==> config.mk <==
export PLATFORM = sky130hd
export DESIGN_NAME = fetch_stage
export DESIGN_NICKNAME = d
export VERILOG_FILES = /design/src/rtl/core_pkg.sv /design/src/rtl/pc_register.sv /design/src/rtl/fetch_stage.sv
export SDC_FILE = /design/constraint.sdc
export NUM_CORES = 1
export LEC_CHECK = 0
export ABC_AREA = 0
export CAP_MARGIN = 30
export CORE_MARGIN = 5
export CORE_UTILIZATION = 40
export DETAILED_ROUTE_END_ITERATION = 12
export PLACE_DENSITY_LB_ADDON = 0.2
export SYNTH_ARGS = -nofsm -noshare
export SYNTH_HDL_FRONTEND = slang
export SYNTH_SLANG_ARGS = --single-unit
==> constraint.sdc <==
create_clock -name clk -period 1.9 [get_ports clk]
set_input_delay 0.475 -clock clk [delete_from_list [all_inputs] [get_ports clk]]
set_output_delay 0.475 -clock clk [all_outputs]
set_load 0.01 [all_outputs]
==> src/rtl/core_pkg.sv <==
// core_pkg: shared widths, constants and ARM field encodings for the pipelined core
package core_pkg;
  localparam int WORD_W = 32;
  localparam int PC_STEP = 4;
  localparam logic [WORD_W-1:0] NOP_INSTR = 32'h0000_0000;
  localparam logic [WORD_W-1:0] RESET_PC = 32'h0000_0000;
  typedef enum logic [3:0] {
    COND_EQ = 4'h0, COND_NE = 4'h1, COND_CS = 4'h2, COND_CC = 4'h3,
    COND_MI = 4'h4, COND_PL = 4'h5, COND_VS = 4'h6, COND_VC = 4'h7,
    COND_HI = 4'h8, COND_LS = 4'h9, COND_GE = 4'hA, COND_LT = 4'hB,
    COND_GT = 4'hC, COND_LE = 4'hD, COND_AL = 4'hE, COND_NV = 4'hF
  } cond_e;
  typedef enum logic [3:0] {
    OP_AND = 4'h0, OP_EOR = 4'h1, OP_SUB = 4'h2, OP_RSB = 4'h3,
    OP_ADD = 4'h4, OP_ADC = 4'h5, OP_SBC = 4'h6, OP_RSC = 4'h7,
    OP_TST = 4'h8, OP_TEQ = 4'h9, OP_CMP = 4'hA, OP_CMN = 4'hB,
    OP_ORR = 4'hC, OP_MOV = 4'hD, OP_BIC = 4'hE, OP_MVN = 4'hF
  } opcode_e;
endpackage

==> src/rtl/pc_register.sv <==
// pc_register: N-bit program counter with synchronous reset and load enable
module pc_register #(
  parameter int N = 32,
  parameter logic [N-1:0] RESET_PC = '0
) (
  input  logic         clk,
  input  logic         rst,
  input  logic         ld,
  input  logic [N-1:0] d,
  output logic [N-1:0] q
);
  logic [N-1:0] pc_q;
  // hold unless loaded; reset wins
  always_ff @(posedge clk) pc_q <= rst ? RESET_PC : ld ? d : pc_q;
  assign q = pc_q;
endmodule

==> src/rtl/fetch_stage.sv <==
// fetch_stage: PC, instruction memory request and IF/ID register with freeze/flush/redirect
module fetch_stage
  import core_pkg::*;
#(
  parameter int N = WORD_W,
  parameter logic [N-1:0] RESET_PC = '0,
  parameter logic [N-1:0] NOP_INSTR = '0
) (
  input  logic         clk,
  input  logic         rst,
  input  logic         freeze,
  input  logic         flush,
  input  logic         branch_taken,
  input  logic [N-1:0] branch_addr,
  output logic [N-1:0] imem_addr,
  input  logic [N-1:0] imem_instr,
  output logic [N-1:0] if_pc,
  output logic [N-1:0] if_instr,
  output logic         if_valid
);
  localparam logic [N-1:0] STEP = N'(PC_STEP);
  logic [N-1:0] pc_q, pc_d, pc_plus4, if_pc_q, if_pc_d, if_instr_q, if_instr_d;
  logic         if_valid_q, if_valid_d, bubble;
  pc_register #(.N(N), .RESET_PC(RESET_PC)) u_pc (
    .clk(clk),
    .rst(rst),
    .ld (~freeze | branch_taken),
    .d  (pc_d),
    .q  (pc_q)
  );
  // next PC and IF/ID contents: branch > flush > freeze > normal
  always_comb begin
    pc_plus4 = pc_q + STEP;
    bubble = branch_taken | flush;
    pc_d = branch_taken ? {branch_addr[N-1:2], 2'b00} : pc_plus4;
    if_pc_d = bubble ? '0 : freeze ? if_pc_q : pc_plus4;
    if_instr_d = bubble ? NOP_INSTR : freeze ? if_instr_q : imem_instr;
    if_valid_d = bubble ? 1'b0 : freeze ? if_valid_q : 1'b1;
  end
  // IF/ID pipeline register
  always_ff @(posedge clk) begin
    if_pc_q <= rst ? '0 : if_pc_d;
    if_instr_q <= rst ? NOP_INSTR : if_instr_d;
    if_valid_q <= rst ? 1'b0 : if_valid_d;
  end
  assign imem_addr = pc_q;
  assign if_pc = if_pc_q;
  assign if_instr = if_instr_q;
  assign if_valid = if_valid_q;
endmodule

==> out/qor.txt <==
number of filler cells placed in the layout - 943
Die Height - 116 um
startpoint of the worst-slack reg-to-reg timing path - u_pc.q[17]
number of register bits inferred by synthesis - 93
largest net degree at the start of global routing - 64
clk slew on worst S/H paths - 0.07 ns
Final Slew Violations - 0
placed wire-length estimate after detailed placement - 9.69 mm
asr flop ratio synth - 0%
biggest area consumer among synthesized cells - dfxtp_1
Nets - 760
Mapped Avg Cell Area - 8.80 um^2
via count - 4120
VDD IR max - 372 uV
TritonCTS clock tree - built
synthesis warning total - 0
Post-Synthesis Cells - 511
power density cells - 681 nW/um^2
total routed wirelength - 12.8 mm
via count of the first global-routing pass - 4132
ratio of final minimum period to clock period - 99.4%
average detailed-routed wire length per instance - 15.4 um
post-synthesis instance area - 4500 um^2
initial antenna violation count - 0
CTS sink count - 93
result of the run - finished clean
RSZ-0062 raised after global routing - yes
number of distinct library cells after synthesis - 49
most frequent cell after synthesis - dfxtp_1
Remaining Overflow, GRT - 0
final hold viol count - 0
first-pass GRT wire length - 20.4 mm
Commonest cells post-synth - dfxtp_1, nor2_1, mux2i_1, xnor2_1, a21oi_1
sequential area share after synthesis - 41.4%
Static Leakage - 2.86 nW
overall die area - 13500 um^2
CP arrival - 2.12 ns
share of layout cells above drive strength 1 - 18.0%
buffers added on ports - 159
list of cells traversed by the critical path - and4_4 > or4b_4 > buf_6 > nor4_4 > xor2_1 > o21a_1
Placed Area - 6520 um^2
Area growth, synth to finish - 54.8%
highest cell delay on the worst timing path - 0.47 ns
IO Count - 166
slack of the worst reg-to-reg path - 0.01 ns
number of placement rows - 38
die outline width - 116 um
WS Path Type - reg -> reg
launching element type of the critical path - flop
cell type of the slowest stage on the worst timing path - or4b_4
top-area cell type share of the netlist area - 41.4%
post-detailed-route count of antenna-violating nets - 0
effective utilization at floorplan - 41.1%
Tot Pwr - 0.00474 W
maximum level of the CTS H-tree - 3
number of flops mapped to enable cells by yosys - 0
largest clock skew in the final design - 0.00618 ns
required arrival time at the worst endpoint - 2.13 ns
total negative slack for setup checks - 0 ns
per-cell via count in the routed design - 4.93
global-route total usage across every layer - 19.1%
element type at the critical path end - flop
placeable core region - 10900 um^2
Fmax - 0.529 GHz
Num CTS Buffers - 9
setup violators final - 0
clk root buf - clkbuf_16
total of max-cap violations - 0
source-to-sink clock delay at the later pin of the worst-skew pair - 0.34 ns
starting DRC count in detailed routing - 188
min Tclk post-route - 1.89 ns
worst min path class - reg -> reg
Antenna Cells - 0
dominant synthesized flop cell - dfxtp_1
crit-path max FO - 7
final design instance area without fill - 6960 um^2
Detailed Routing Iterations Pass 1 - 4
hold path startpoint - if_valid
top cells by area, synth - dfxtp_1, mux2i_1, nor2_1
DRC errors left - 0
RePlAce Congestion - 0.849
Critical Path Source - u_pc.q[17]
CTS hold repair buffers - 0
number of buffers on the longest clock path - 2
## kinds of logic (layout without fill, tap and decap cells)
family | after synthesis | after routing | synth area share, %
DFF | 93 | 93 | 41.4
xor gates and xnor gates | 55 | 55 | 10.7
buffers and inverters | 69 | 250 | 6.93
AOI/OAI and AO/OA | 70 | 70 | 10.1
muxes | 41 | 41 | 9.12
adders and majority gates | 1 | 1 | 0.278
other | 1 | 4 | 0.0834
and+or+nand+nor | 181 | 181 | 21.4
## area by class of cell
type                            instances  area (um^2)  area share [%]
Clock buffer                           10          239            3.43
Clock inverter                          6         86.3            1.24
Multi-Input combinational cell        352         2440            35.1
Inverter                               23         86.3            1.24
Timing Repair Buffer                  211         2030            29.2
Sequential cell                        93         1900            27.3
Tap cell                              140          175            2.52
## state kept, by name (all words and copies together) (netlist names)
register  flops
if_instr     32
if_valid      1
u_pc.q       30
if_pc        30
## worst paths after layout
kind                     end  cells after the start
hold / removal      if_valid                      2
setup reg to reg  u_pc.q[24]                      6
setup / recovery  u_pc.q[24]                      6
hold reg to reg     if_valid                      2
## metal layers
metal	GRT usage, %	routed length [um]	part of all wire (%)
met1	24.3	5580	44
met2	31.3	6070	47
met3	3.92	837	6.5
met4	8.51	331	2.6
met5	0	0	0
## report_power, final
| part | internal [W] | leakage (nW) | switching, W | total (W) |
|---|---|---|---|---|
| Combinational | 0.000407 | 1.93 | 0.000315 | 0.000723 |
| Clock | 0.00119 | 0.158 | 0.000753 | 0.00194 |
| Sequential | 0.00202 | 0.767 | 0.0000639 | 0.00208 |
## what timing repair did
action,4_1_cts,5_1_grt
setup buffers,0,1
gates resized for setup,5,28
endpoints found under the setup margin,10,29
pin swaps,0,3
## layout by cell type (no fill, tap or decap), drive strengths merged, types with 15 or more instances in the layout
cell type / count
xor2: 21
nand2: 24
a21oi: 30
clkdlybuf4s50: 147
a211oi: 20
o21a: 15
nor2: 87
dfxtp: 93
mux2i: 41
buf: 54
inv: 23
xnor2: 34
## through the flow
step	setup WS [ns]	hold slack [ns]	util [%]	cells
5_1_grt	-0.0530	0.493	63.7	835
4_1_cts	0.000629	0.456	62.7	834
2_1_floorplan	-0.0341	0.474	-	514
3_5_place_dp	-0.0343	0.444	59.6	818
3_3_place_gp	-0.0307	0.438	59.6	818
6_report	0.0110	0.452	63.7	835
## worst max-delay path: cells and delay by family (launching register included)
family / cells / cell delay, ns
AOI/OAI and AO/OA: 1 / 0.17
buffers and inverters: 1 / 0.16
DFF: 1 / 0.34
and+or+nand+nor: 3 / 0.99
xor gates and xnor gates: 1 / 0.11
(Power assumes the default switching activity.)
